## src/rtl/rgb_pkg.sv

```systemverilog
// rtl/rgb_pkg.sv - shared colour constants and arbiter state type for the RGB LED arbiter
package rgb_pkg;

   localparam logic [2:0] OFF   = 3'b000;
   localparam logic [2:0] RED   = 3'b001;
   localparam logic [2:0] GREEN = 3'b010;
   localparam logic [2:0] BLUE  = 3'b100;
   localparam logic [2:0] WHITE = 3'b111;

   typedef enum logic [1:0] {
      IDLE,
      HOLD,
      EXTEND,
      GAP
   } arb_state_t;

endpackage

```

## src/rtl/rgb_pwm.sv

```systemverilog
// rtl/rgb_pwm.sv - free-running PWM brightness stage gating a 3-bit bgr colour onto registered RGB pins
module rgb_pwm
   import rgb_pkg::*;
#(
   parameter int PWM_BITS = 8
) (
   input  logic                clk,
   input  logic                rst,
   input  logic [PWM_BITS-1:0] brightness,
   input  logic [2:0]          color_in,
   input  logic                enable,
   output logic                RGB_R,
   output logic                RGB_G,
   output logic                RGB_B
);

   logic [PWM_BITS-1:0] pwm_cnt_q, pwm_cnt_d;
   logic [2:0]          rgb_q, rgb_d;
   logic                pwm_on;

   always_comb begin
      pwm_cnt_d = pwm_cnt_q + 1'b1;
      // full-scale brightness must never blink for one count per period
      pwm_on    = (brightness == '1) || (pwm_cnt_q < brightness);
      rgb_d     = (enable && pwm_on) ? color_in : OFF;
   end

   always_ff @(posedge clk) begin
      if (rst) begin
         pwm_cnt_q <= '0;
         rgb_q     <= OFF;
      end else begin
         pwm_cnt_q <= pwm_cnt_d;
         rgb_q     <= rgb_d;
      end
   end

   assign RGB_R = rgb_q[0];
   assign RGB_G = rgb_q[1];
   assign RGB_B = rgb_q[2];

endmodule

```

## src/rtl/rgb_led_arbiter.sv

```systemverilog
// rtl/rgb_led_arbiter.sv - round-robin owner arbitration of one RGB LED with minimum hold time and blank gap
module rgb_led_arbiter
   import rgb_pkg::*;
#(
   parameter int NUM_REQ     = 4,
   parameter int HOLD_CYCLES = 1200000,
   parameter int GAP_CYCLES  = 120000,
   parameter int PWM_BITS    = 8
) (
   input  logic                 clk,
   input  logic                 rst,
   input  logic [NUM_REQ-1:0]   req,
   input  logic [3*NUM_REQ-1:0] req_color,
   input  logic [PWM_BITS-1:0]  brightness,
   output logic [NUM_REQ-1:0]   grant,
   output logic                 busy,
   output logic                 RGB_R,
   output logic                 RGB_G,
   output logic                 RGB_B
);

   localparam int CNT_MAX = (HOLD_CYCLES > GAP_CYCLES) ? HOLD_CYCLES : GAP_CYCLES;
   localparam int CW      = $clog2(CNT_MAX + 1);
   localparam int RW      = $clog2(NUM_REQ);
   localparam logic [CW-1:0] HOLD_LAST = CW'(HOLD_CYCLES - 1);
   localparam logic [CW-1:0] GAP_LAST  = CW'((GAP_CYCLES > 0) ? GAP_CYCLES - 1 : 0);
   localparam logic [RW-1:0] RR_LAST   = RW'(NUM_REQ - 1);

   // returns {found, index}: first requester after ptr, wrapping, ptr itself last
   function automatic logic [RW:0] rr_pick(input logic [NUM_REQ-1:0] r,
                                           input logic [RW-1:0]      ptr);
      logic [RW-1:0] idx;
      logic [RW:0]   res;
      idx = ptr;
      res = '0;
      for (int k = 0; k < NUM_REQ; k++) begin
         idx = (idx == RR_LAST) ? '0 : idx + 1'b1;
         if (!res[RW] && r[idx]) res = {1'b1, idx};
      end
      return res;
   endfunction

   arb_state_t          state_q, state_d;
   logic [NUM_REQ-1:0]  grant_q, grant_d;
   logic [CW-1:0]       cnt_q, cnt_d;
   logic [RW-1:0]       rr_q, rr_d;
   logic [2:0]          color_q, color_d;

   logic [2:0]          colors [NUM_REQ];
   logic [RW:0]         pick_all, pick_oth;
   logic                owner_req;
   logic                take_en;
   logic [RW-1:0]       take_idx;
   logic                show_d;

   always_comb begin
      for (int i = 0; i < NUM_REQ; i++) colors[i] = req_color[3*i +: 3];
   end

   always_comb begin
      state_d   = state_q;
      grant_d   = grant_q;
      cnt_d     = cnt_q;
      rr_d      = rr_q;
      color_d   = color_q;
      take_en   = 1'b0;
      take_idx  = '0;
      pick_all  = rr_pick(req, rr_q);
      pick_oth  = rr_pick(req & ~grant_q, rr_q);
      owner_req = |(req & grant_q);

      unique case (state_q)
         IDLE: begin
            if (pick_all[RW]) begin
               take_en  = 1'b1;
               take_idx = pick_all[RW-1:0];
            end
         end
         HOLD: begin
            cnt_d = cnt_q + 1'b1;
            if (owner_req) color_d = colors[rr_q];
            if (cnt_q == HOLD_LAST) begin
               if (pick_oth[RW]) begin
                  if (GAP_CYCLES == 0) begin
                     take_en  = 1'b1;
                     take_idx = pick_oth[RW-1:0];
                  end else begin
                     state_d = GAP;
                     grant_d = '0;
                     cnt_d   = '0;
                  end
               end else if (owner_req) begin
                  state_d = EXTEND;
               end else begin
                  state_d = IDLE;
                  grant_d = '0;
               end
            end
         end
         EXTEND: begin
            // a waiting requester outranks the owner releasing in the same cycle
            if (pick_oth[RW]) begin
               if (GAP_CYCLES == 0) begin
                  take_en  = 1'b1;
                  take_idx = pick_oth[RW-1:0];
               end else begin
                  state_d = GAP;
                  grant_d = '0;
                  cnt_d   = '0;
               end
            end else if (!owner_req) begin
               state_d = IDLE;
               grant_d = '0;
            end else begin
               color_d = colors[rr_q];
            end
         end
         GAP: begin
            cnt_d = cnt_q + 1'b1;
            if (cnt_q == GAP_LAST) begin
               if (pick_all[RW]) begin
                  take_en  = 1'b1;
                  take_idx = pick_all[RW-1:0];
               end else begin
                  state_d = IDLE;
               end
            end
         end
      endcase

      if (take_en) begin
         state_d = HOLD;
         grant_d = NUM_REQ'(1) << take_idx;
         cnt_d   = '0;
         rr_d    = take_idx;
         color_d = colors[take_idx];
      end

      show_d = (state_d == HOLD) || (state_d == EXTEND);
   end

   always_ff @(posedge clk) begin
      if (rst) begin
         state_q <= IDLE;
         grant_q <= '0;
         cnt_q   <= '0;
         rr_q    <= RR_LAST;
         color_q <= OFF;
      end else begin
         state_q <= state_d;
         grant_q <= grant_d;
         cnt_q   <= cnt_d;
         rr_q    <= rr_d;
         color_q <= color_d;
      end
   end

   assign grant = grant_q;
   assign busy  = (state_q == HOLD) || (state_q == EXTEND);

   // fed from next-state values so the registered pins line up with grant
   rgb_pwm #(
      .PWM_BITS (PWM_BITS)
   ) u_pwm (
      .clk        (clk),
      .rst        (rst),
      .brightness (brightness),
      .color_in   (color_d),
      .enable     (show_d),
      .RGB_R      (RGB_R),
      .RGB_G      (RGB_G),
      .RGB_B      (RGB_B)
   );

endmodule

```

## config.mk

```make
export PLATFORM = sky130hd
export DESIGN_NAME = rgb_led_arbiter
export DESIGN_NICKNAME = d
export VERILOG_FILES = /design/src/rtl/rgb_pkg.sv /design/src/rtl/rgb_pwm.sv /design/src/rtl/rgb_led_arbiter.sv
export SDC_FILE = /design/constraint.sdc
export NUM_CORES = 1
export LEC_CHECK = 0
export CORE_ASPECT_RATIO = 1.1
export CORE_MARGIN = 5
export CORE_UTILIZATION = 45
export DETAILED_ROUTE_END_ITERATION = 6
export PLACE_DENSITY = 0.67
export SYNTH_ARGS = -nofsm -noshare
export SYNTH_HDL_FRONTEND = slang
export SYNTH_SLANG_ARGS = --single-unit
export TNS_END_PERCENT = 10
```

## constraint.sdc

```tcl
create_clock -name clk -period 5.51 [get_ports clk]
set_input_delay 0.8265 -clock clk [delete_from_list [all_inputs] [get_ports clk]]
set_output_delay 0.8265 -clock clk [all_outputs]
set_load 0.01 [all_outputs]
```

== Word-level counts from Yosys, hierarchy flattened ==
Index checks and enable logic that the tools add are counted.

* Register bits: 43
* Bits in latches: 0
* RAM bits: 0
* Bits in read-only memories: 0
* Bits of input ports: 26
* Output and inout port bits: 8
* Logic and storage cells: 127
* Memories kept: 0

* Add/sub/neg operators: 6
* Multipliers: 0
* Div/mod/pow operators: 0
* Magnitude comparators: 7
* Equality and inequality tests: 14
* Shift-type cells: 1
* Multiplexer cells: 62
* Bitwise logic cells: 6
* Reductions and logical operators: 24

{| class="wikitable"
|+ Operator list
! operator !! number
|-
| $mux 21 || 3
|-
| $pmux 21 s3 || 1
|-
| $mux 3 || 15
|-
| $mux 2 || 14
|-
| $add 21x1->21 const B || 1
|-
| $eq 21x17->1 const B || 1
|-
| $eq 21x21->1 const B || 1
|-
| $bmux 1 s2 || 8
|-
| $mux 4 || 4
|-
| $eq 2x2->1 const B || 7
|-
| $bmux 3 s2 || 2
|-
| $lt 2x3->1 const B || 4
|-
| $mux 1 || 10
|-
| $add 2x1->2 const B || 4
|-
| $add 8x1->8 const B || 1
|-
| $and 4x4->4 || 2
|-
| $eq 8x8->1 const B || 1
|-
| $lt 8x8->1 || 1
|-
| $pmux 4 s2 || 1
|-
| $logic_and 1x1->1 || 7
|-
| $ge 3x3->1 const B || 2
|-
| $logic_not 1->1 || 6
|-
| $not 2->3 || 2
|-
| $pmux 2 s3 || 1
|-
| other kinds (15) || 21
|}

== Logic depth before layout (Yosys ltp) ==
Gate-level depths: netlist of run 1.

* Word-level depth: 23
* Gate-level depth with buffers: 9
* Mapped depth without buffers: 8

== Hierarchy ==
A second synthesis of run 1 with hierarchy kept.

* Cells, all modules: 312
* Area total of the unflattened synthesis: 2762.6 µm²

{| class="wikitable"
|+ Modules (own cells, without submodules)
! module !! times used !! cells each !! area an instance (µm²) !! seq. area each (µm²)
|-
| rgb_led_arbiter || 1 || 248 || 2152.1 || 640.6
|-
| rgb_pwm || 1 || 64 || 610.6 || 220.2
|}

== Worst setup path after synthesis of run 1 ==
OpenSTA, ideal clock, no wires.

* Path type: input to register
* From: input req[0]
* To: register cnt_q[15]
* Library setup time: 0.070 ns
* Data arrival time: 2.641 ns
* Data required time: 5.440 ns
* Path slack: 2.799 ns
* Stages on the path: 7
* Path buffers: 1
* Cells stage by stage: inv_1 > o2111a_1 > clkbuf_1 > a211oi_2 > or4b_1 > or4_1 > a21oi_1

* Cells in the longest elaborated chain, start to end: 16
* Elaborated cells on any way between the ends: 46
* Those cells by class: eq/ne (1); mux (30); bitwise (1); reduce/logical (14)

{| class="wikitable"
|+ Ends and longest elaborated chain
! what !! RTL line !! RTL
|-
| from (decl) || rgb_led_arbiter.sv:12 || <nowiki>input logic [NUM_REQ-1:0] req,</nowiki>
|-
| $and 4x4->4 or $bmux 1 s2 (tied branches) || rgb_led_arbiter.sv:69, rgb_led_arbiter.sv:38 ||
|-
| $bmux 1 s2 or $mux 1 (tied branches) || rgb_led_arbiter.sv:38 || <nowiki>if (!res[RW] && r[idx]) res = {1'b1, idx};</nowiki>
|-
| $mux 1 (implied by the code) or $mux 3 (tied branches) || rgb_led_arbiter.sv:38 ||
|-
| $mux 3 or $logic_not 1->1 (tied branches) || rgb_led_arbiter.sv:38 ||
|-
| $logic_not 1->1 or $logic_and 1x1->1 (tied branches) || rgb_led_arbiter.sv:38 ||
|-
| $logic_and 1x1->1 or $mux 3 (tied branches) || rgb_led_arbiter.sv:38 ||
|-
| $mux 3 or $logic_not 1->1 (tied branches) || rgb_led_arbiter.sv:38 ||
|-
| $logic_not 1->1 or $logic_and 1x1->1 (tied branches) || rgb_led_arbiter.sv:38 ||
|-
| $logic_and 1x1->1 or $mux 3 (tied branches) || rgb_led_arbiter.sv:38 ||
|-
| $mux 3 or $logic_not 1->1 (tied branches) || rgb_led_arbiter.sv:38 ||
|-
| $logic_not 1->1 or $logic_and 1x1->1 (tied branches) || rgb_led_arbiter.sv:38 ||
|-
| $logic_and 1x1->1 or $mux 3 (tied branches) || rgb_led_arbiter.sv:38 ||
|-
| $mux 3 or $mux 1 (tied branches) || rgb_led_arbiter.sv:38, rgb_led_arbiter.sv:74, rgb_led_arbiter.sv:121 ||
|-
| $mux 21 or $mux 1 (tied branches) || rgb_led_arbiter.sv:83, rgb_led_arbiter.sv:120 ||
|-
| $mux 21 or $pmux 1 s2 (tied branches) || rgb_led_arbiter.sv:82, rgb_led_arbiter.sv:72 ||
|-
| $pmux 21 s3 or $reduce_or 2->1 (tied branches) || n/a ||
|-
| to (signal assigned) || rgb_led_arbiter.sv:152 || <nowiki>cnt_q <= cnt_d;</nowiki>
|-
| to (decl) || rgb_led_arbiter.sv:45 || <nowiki>logic [CW-1:0] cnt_q, cnt_d;</nowiki>
|}

Several ways; a longest one is shown, not always the timed one. The select of a mux whose other input is x is not followed.
A chain may end at the register's enable or synchronous reset.

== Final worst setup path of run 1 ==
* From: input req[1]
* To: register u_pwm.rgb_q[0]

* Cells in the longest elaborated chain, start to end: 22
* Elaborated cells on any way between the ends: 68
* Those cells by class: eq/ne (2); mux (46); bitwise (4); reduce/logical (16)

{| class="wikitable"
|+ Ends and longest elaborated chain
! what !! RTL line !! RTL
|-
| $and 4x4->4 || rgb_led_arbiter.sv:69 || <nowiki>pick_oth = rr_pick(req & ~grant_q, rr_q);</nowiki>
|-
| $bmux 1 s2 || rgb_led_arbiter.sv:38 ||
|-
| $mux 1 (implied by the code) || rgb_led_arbiter.sv:38 ||
|-
| $mux 3 || rgb_led_arbiter.sv:38 ||
|-
| $logic_not 1->1 || rgb_led_arbiter.sv:38 ||
|-
| $logic_and 1x1->1 || rgb_led_arbiter.sv:38 ||
|-
| $mux 3 || rgb_led_arbiter.sv:38 ||
|-
| $logic_not 1->1 || rgb_led_arbiter.sv:38 ||
|-
| (+6 left out) || n/a ||
|-
| $mux 2 || rgb_led_arbiter.sv:82 || <nowiki>if (cnt_q == HOLD_LAST) begin</nowiki>
|-
| $pmux 2 s3 || rgb_led_arbiter.sv:72 || <nowiki>unique case (state_q)</nowiki>
|-
| $mux 2 || rgb_led_arbiter.sv:131 || <nowiki>if (take_en) begin</nowiki>
|-
| $eq 2x1->1 or $eq 2x2->1 (tied branches) || rgb_led_arbiter.sv:139 || <nowiki>show_d = (state_d == HOLD) || (state_d == EXTEND);</nowiki>
|-
| $logic_or 1x1->1 || rgb_led_arbiter.sv:139 ||
|-
| $logic_and 1x1->1 || rgb_pwm.sv:25 || <nowiki>rgb_d = (enable && pwm_on) ? color_in : OFF;</nowiki>
|-
| $not 1->1 (no source line) || n/a ||
|-
| $reduce_or 2->1 (no source line) || n/a ||
|-
| to (signal assigned) || rgb_pwm.sv:34 || <nowiki>rgb_q <= rgb_d;</nowiki>
|-
| to (decl) || rgb_pwm.sv:18 || <nowiki>logic [2:0] rgb_q, rgb_d;</nowiki>
|}

Several ways; a longest one is shown, not always the timed one. The select of a mux whose other input is x is not followed.

==> summary.txt, run 1 <==
Setup path
  • CP max-delay cell: or4_1
  • CP delay by family, top: simple AND/OR/NAND/NOR gates
  • Worst-path cell chain: clkdlybuf4s50_1, or4_1, nand2b_1, nor2_1, a211o_1, xor2_1, nor4b_1
  • CP peak stage delay: 0.65 ns
  • R2R setup slack: roughly 2.6 ns
  • Startpoint types: input pin
  • Critical Path Sink Type: flip-flop
  • Crit path buffers/inverters: 1
  • Critical Path RT: 5.70 ns
  • Worst-path maximum fanout: 12
  • Crit path kind: input pin to flip-flop
  • Arrival time worst endpoint: 3.31 ns

Timing
  • Final setup violation count: 0
  • Ratio of final minimum period to clock period: between 50% and 60%
  • Shortest period the worst path allows: slightly above 3 ns
  • Unrepaired setup endpoints after global routing: false
  • Measured slew at the worst slew-check pin: approximately 0.91 ns
  • Headroom to the max-slew limit: roughly two fifths
  • TNS Setup: 0 ns
  • Fin. Hold Viols: 0
  • Achievable frequency: roughly 0.32 GHz
  • Setup Skew: roughly 0.0086 ns
  • Slack of the critical path: roughly 2.4 ns
  • Max Slew Vio Count: 0

Pwr
  • Power per cell area: around 250 nW/µm²
  • Switching pwr: roughly 0.00027 W
  • Clock share of power: between 20% and 30%
  • Overall Power: between 0.0008 and 0.0009 W
  • Reg power frac: 44.2%
  • Combinational power share: approximately a third
  • Int Power: ~0.00054 W
  • Sw Share: about a third
  • Leakage: ~1.1 nW
  • Max IR drop VDD: slightly below 0.0002 V

Min path
  • Min-delay worst type: flip-flop to flip-flop

Synth
  • Largest family of logic cells by synthesized area: simple AND/OR/NAND/NOR gates
  • Post-Syn Instances: ~320
  • Yosys cell types: 60
  • EDFF count, synth: 0
  • Post-synthesis sequential area ratio: approximately a third
  • Synth top area share: between 30% and 40%
  • Synthesized area: 2729 µm²
  • Top cells by area, synth: dfxtp_1, ha_1, nor2_1
  • Asr flop ratio synth: 0%
  • Post-Synth Simple-Gate Area: between 20 and 30%
  • Yosys top cell by area: dfxtp_1
  • Syn_nets: about 360
  • Synth Area in Adders: just under 7%
  • Ys Warns: 0
  • Ys flop type: dfxtp_1
  • Seq cells post-synth: 43
  • Compound-Gate Fraction of Synth Area: between 10% and 20%
  • Post-synthesis mux area share: roughly 2.8%
  • Post-Syn Area per Cell: 8.636 µm²
  • XOR/XNOR Fraction of Synth Area: under 10%

Status
  • Status: finished clean

Floorplan
  • I/O pin total: 34
  • Core Box Area: 5842 µm²
  • Die W: around 84 µm
  • Die height: about 92 µm
  • Starting Density: between 40 and 50%
  • Row count: 29
  • Die area: between 7000 and 8000 µm²

Drt
  • Total wire length: roughly 6300 µm
  • Residual DRC: 0
  • Starting DRT DRC Count: 134
  • Via count: approximately 2400
  • Drt wl/cell: between 10 and 15 µm
  • Remaining antenna violation count after routing: 0
  • DRT Pass-1 Iters: 4
  • Vias per inst: 5.704

Clock tree
  • # H-tree levels: 2
  • # resized after CTS: 0
  • CTS Buf Count: 5
  • Cts hold-fix bufs: 0
  • Worst skew pair latency: roughly 0.30 ns
  • Postcts setup bufs: 0
  • CTS tree: built
  • Root Buffer: clkbuf_8
  • CTS Buffer Depth: 2
  • Clock Pin Slew Worst Setup and Hold Paths: around 0.080 ns
  • Clk sink count: 43

Global route
  • Initial antenna violation count: 0
  • Vias in the first global route: approximately 2400
  • Tot GR Track Use: 16.69%
  • Largest net degree at the start of global routing: 26
  • GRT overflow: 0
  • First-pass GRT wire length: between 10000 and 15000 µm

Layout
  • Share of layout cells above drive strength 1: 7.759%
  • Area Growth Syn to Fin: 17.42%
  • Commonest non-fill, non-tap cell in the layout: nor2_1
  • Fin util: between 50% and 60%
  • Most frequent cells in the layout: nor2_1, dfxtp_1, clkdlybuf4s50_1, nand2_1, ha_1
  • Area of the multi-input gates: around 1800 µm²
  • Antenna Cells: 0
  • Final Net Count: approximately 390
  • Final Cell Area: 3204 µm²
  • # fillers: between 500 and 600
  • Sequential standard cell area: approximately 860 µm²

Placed design
  • Detailed placement HPWL: 4757 µm
  • Placed cell area: approximately 3100 µm²
  • PortBufs: 33
  • Pre-CTS WS: 2.099 ns
  • Gp weighted congestion: 0.9112

Flow run
  • Max-cap violations: 0
==> cells in the mapped netlist, types with 3 or more instances <==
cell type,count
and3_1,7
a221oi_1,4
nand2b_1,7
nand2_1,16
nor4b_1,4
nor2b_1,5
nor2_1,48
nand3_1,12
xor2_1,12
xnor2_1,11
inv_1,14
o31ai_1,3
a211o_1,4
a21oi_1,14
nand4_1,7
mux4_2,3
a31oi_1,4
a22oi_1,5
o31a_2,3
and4_1,3
ha_1,15
a21o_1,3
o21ai_0,10
clkbuf_1,7
dfxtp_1,43
nor4_4,3
nor3_1,8
==> worst reg2reg max path: stages (launching register included) <==
cell and delay, ns:
dfxtp_1 0.37, or4b_4 0.57, nor4_4 0.36, a41oi_4 0.22, nor2_1 0.68, a211o_1 0.21
xor2_1 0.29, nor4b_1 0.10
==> logic make-up (layout without fill, tap and decap cells) <==
kind of cell             after synthesis  count (layout)
AND/OR/NAND/NOR                      139             139
AO/OA/AOI/OAI                         70              70
flip-flops                            43              43
XOR/XNOR                              23              23
buffers and inverters                 22              54
adder cells (fa/ha/maj)               15              15
multiplexers                           4               4
==> sequential cells by signal, indices dropped and copies added (netlist names) <==
name	cells
cnt_q	21
u_pwm.pwm_cnt_q	8
grant	4
color_q	3
u_pwm.rgb_q	3
rr_q	2
state_q	2
==> stage by stage <==
stage | std cells | hold slack [ns]
final | 425 | 0.4616
after global routing | 425 | 0.5202
after CTS | 425 | 0.4711
after detailed placement | 418 | 0.4525
after global placement | 418 | 0.4373
after floorplan | 316 | 0.4208
==> per-layer routing <==
layer  share of wire [%]  track usage, %
met4                 1.5           5.362
met1                  46           21.43
met3                 3.5           3.853
met5                   0               0
met2                  49           27.70
==> area by class of cell <==
class	count	share of cell area (%)
repair buffers	33	10.31
multi-input cells	251	55.60
well taps	77	3.007
clock inverters	2	0.4295
clock buffers	5	2.148
inverters	14	1.640
flip-flops and latches	43	26.86
==> power by group through the flow <==
stage	sequential, W	combinational, W	clock, W
final	0.000356	0.000254	0.000195
after global routing	0.000360	0.000283	0.000216
after CTS	0.000355	0.000256	0.000201
after detailed placement	0.000363	0.000254	0
after global placement	0.000363	0.000251	0
after floorplan	0.000358	0.000176	0
==> path summary, 6_finish.rpt <==
kind / from / to / cells after the start
worst min-delay path: u_pwm.pwm_cnt_q[0] / u_pwm.pwm_cnt_q[0] / 1
worst max-delay path: req[1] / u_pwm.rgb_q[0] / 7
worst max register to register: cnt_q[17] / u_pwm.rgb_q[0] / 7
worst min register to register: u_pwm.pwm_cnt_q[0] / u_pwm.pwm_cnt_q[0] / 1
Note: power is estimated with default switching activity, not from simulation.
==> run 2: changes to the inputs <==
PLACE_DENSITY = 0.69   (was 0.67)
clock period = 2.6 ns   (was 5.51 ns; I/O delays follow)
==> summary.txt, run 2 (synthesized netlist as in run 1, its figures left out) <==
Drt
  • DRT Pass-1 Iters: 4 (unchanged)
  • Residual DRC: 0 (unchanged)
  • Total wire length: 6586 µm (+4.8%)
  • Via count: 2570 (+6.0%)
  • Vias per inst: 5.636 (-1.2%)
  • Remaining antenna violation count after routing: 0 (unchanged)
  • Starting DRT DRC Count: 128 (-4.5%)
  • Drt wl/cell: 14.44 µm (-2.4%)

Setup path
  • CP delay by family, top: simple AND/OR/NAND/NOR gates
  • Worst R2R Start: cnt_q[7]
  • Arrival time worst endpoint: 2.69 ns (-0.62 ns)
  • CP max-delay cell: or4b_4
  • CP peak stage delay: 0.54 ns (-0.11 ns)
  • Critical Path RT: 2.77 ns (-2.93 ns)
  • Crit path from: cnt_q[7]
  • Crit path kind: flip-flop to flip-flop
  • Worst-path maximum fanout: 3 (-9)
  • Startpoint types: flip-flop
  • Worst-path cell chain: or4b_4, or4_4, o41a_1, o21ai_1, a211o_1, xor2_2, nor4b_2
  • Crit path buffers/inverters: 0 (-1)
  • Critical Path Sink Type: flip-flop

Floorplan
  • I/O pin total: 34 (unchanged)
  • Starting Density: 46.71% (unchanged)
  • Die W: 84.25 µm (unchanged)
  • Core Box Area: 5842 µm² (unchanged)
  • Row count: 29 (unchanged)
  • Die height: 91.68 µm (unchanged)
  • Die area: 7724 µm² (unchanged)

Placed design
  • Placed cell area: 3359 µm² (+7.6%)
  • Detailed placement HPWL: 5068 µm (+6.5%)
  • PortBufs: 33 (unchanged)
  • Gp weighted congestion: 0.8742 (-4.1%)

Layout
  • Largest Register: cnt_q
  • Antenna Cells: 0 (unchanged)
  • Most frequent cells in the layout: nor2_1, dfxtp_1, clkdlybuf4s50_1, buf_4, nand2_1
  • Share of layout cells above drive strength 1: 17.94% (+10 points)
  • Area Growth Syn to Fin: 28.38%
  • Fin util: 59.97% (+5.1 points)
  • Number of flip-flops in the largest register: 21 (unchanged)
  • Final Net Count: 420 (+8.0%)
  • Final Cell Area: 3503 µm² (+9.3%)
  • Commonest non-fill, non-tap cell in the layout: nor2_1
  • # fillers: 519 (-7.0%)

Clock tree
  • CTS Buffer Depth: 2 (unchanged)
  • Root Buffer: clkbuf_8
  • Worst skew pair latency: 0.29 ns (about the same)
  • Clk sink count: 43 (unchanged)
  • # H-tree levels: 2 (unchanged)
  • CTS Buf Count: 5 (unchanged)
  • CTS tree: built
  • Clock Pin Slew Worst Setup and Hold Paths: 0.08 ns (about the same)

Global route
  • Initial antenna violation count: 0 (unchanged)
  • First-pass GRT wire length: 11100 µm (+3.3%)
  • Tot GR Track Use: 17.03% (+0.35 points)
  • GRT overflow: 0 (unchanged)
  • Vias in the first global route: 2415 (+2.2%)
  • Largest net degree at the start of global routing: 20 (-23%)

Min path
  • Min-Delay Startpoint: u_pwm.pwm_cnt_q[0]
  • Min-delay worst type: flip-flop to flip-flop

Timing
  • Measured slew at the worst slew-check pin: 0.4789 ns (-0.4294 ns)
  • Final setup violation count: 0 (unchanged)
  • Max Slew Vio Count: 0 (unchanged)
  • Ratio of final minimum period to clock period: between 90 and 100%
  • Shortest period the worst path allows: ~2.5 ns
  • Achievable frequency: ~0.4 GHz
  • TNS Setup: 0 ns (unchanged)
  • Unrepaired setup endpoints after global routing: true
  • Headroom to the max-slew limit: 67.88% (+29 points)
  • Fin. Hold Viols: 0 (unchanged)
  • Setup Skew: 0.006511 ns (-0.002092 ns)

Flow run
  • Max-cap violations: 0 (unchanged)

Pwr
  • Leakage: 1.309 nW (+16%)
  • Power per cell area: 536.8 nW/µm² (+110%)
  • Max IR drop VDD: 0.0003933 V (+100%)

Status
  • Status: finished clean
==> run 2: final timing paths <==
kind / slack, ns / cells after the start / to
setup / recovery: 0.07 / 7 / u_pwm.rgb_q[2]
hold / removal: 0.46 / 1 / u_pwm.pwm_cnt_q[0]
setup reg to reg: 0.07 / 7 / u_pwm.rgb_q[2]
hold reg to reg: 0.46 / 1 / u_pwm.pwm_cnt_q[0]
==> run 2: area by class of cell <==
| class | instances | area [µm²] | share of cell area [%] |
|---|---|---|---|
| Clock inverter | 1 | 30.03 | 0.8571 |
| Inverter | 14 | 52.55 | 1.500 |
| Timing Repair Buffer | 64 | 575.6 | 16.43 |
| Tap cell | 77 | 96.34 | 2.750 |
| Sequential cell | 43 | 867.1 | 24.75 |
| Clock buffer | 6 | 72.57 | 2.071 |
| Multi-Input combinational cell | 251 | 1809 | 51.64 |
==> run 2: what timing repair did <==
item | in CTS | in global routing
pin swaps | 0 | 6
setup buffers | 0 | 1
cloned | 0 | 0
hold buffers | 0 | 0
resized for setup | 0 | 12
endpoints found under the setup margin | 3 | 6
==> run 2: report_power, final <==
part | switching (W) | internal (W)
logic | 0.000316 | 0.000313
registers | 0.0000393 | 0.000707
clock network | 0.000224 | 0.000282
total | 0.000579 | 0.00130
==> run 2: metal layers <==
metal	wire length, µm	track usage (%)	vias up
met3	258	3.226	6
met1	3023	22.00	1222
met2	3242	29.54	52
met5	0	0	-
met4	61	3.619	0
li1	-	-	1290
==> run 2: through the flow <==
step                      hold slack [ns]  cells  worst slack, ns  total power (W)
after floorplan                    0.4208    316           0.1440         0.001131
after global placement             0.4361    448         -0.03720         0.001360
after detailed placement           0.4415    448         -0.09682         0.001369
after CTS                          0.4597    455         -0.02531         0.001877
after global routing               0.5031    456         -0.04140         0.001991
final                              0.4619    456          0.07434         0.001881
==> run 3: changes to the inputs <==
SLEW_MARGIN = 20   (was default)
==> results of run 3 <==
Final layout, timing and power as in run 2 (identical DEF).
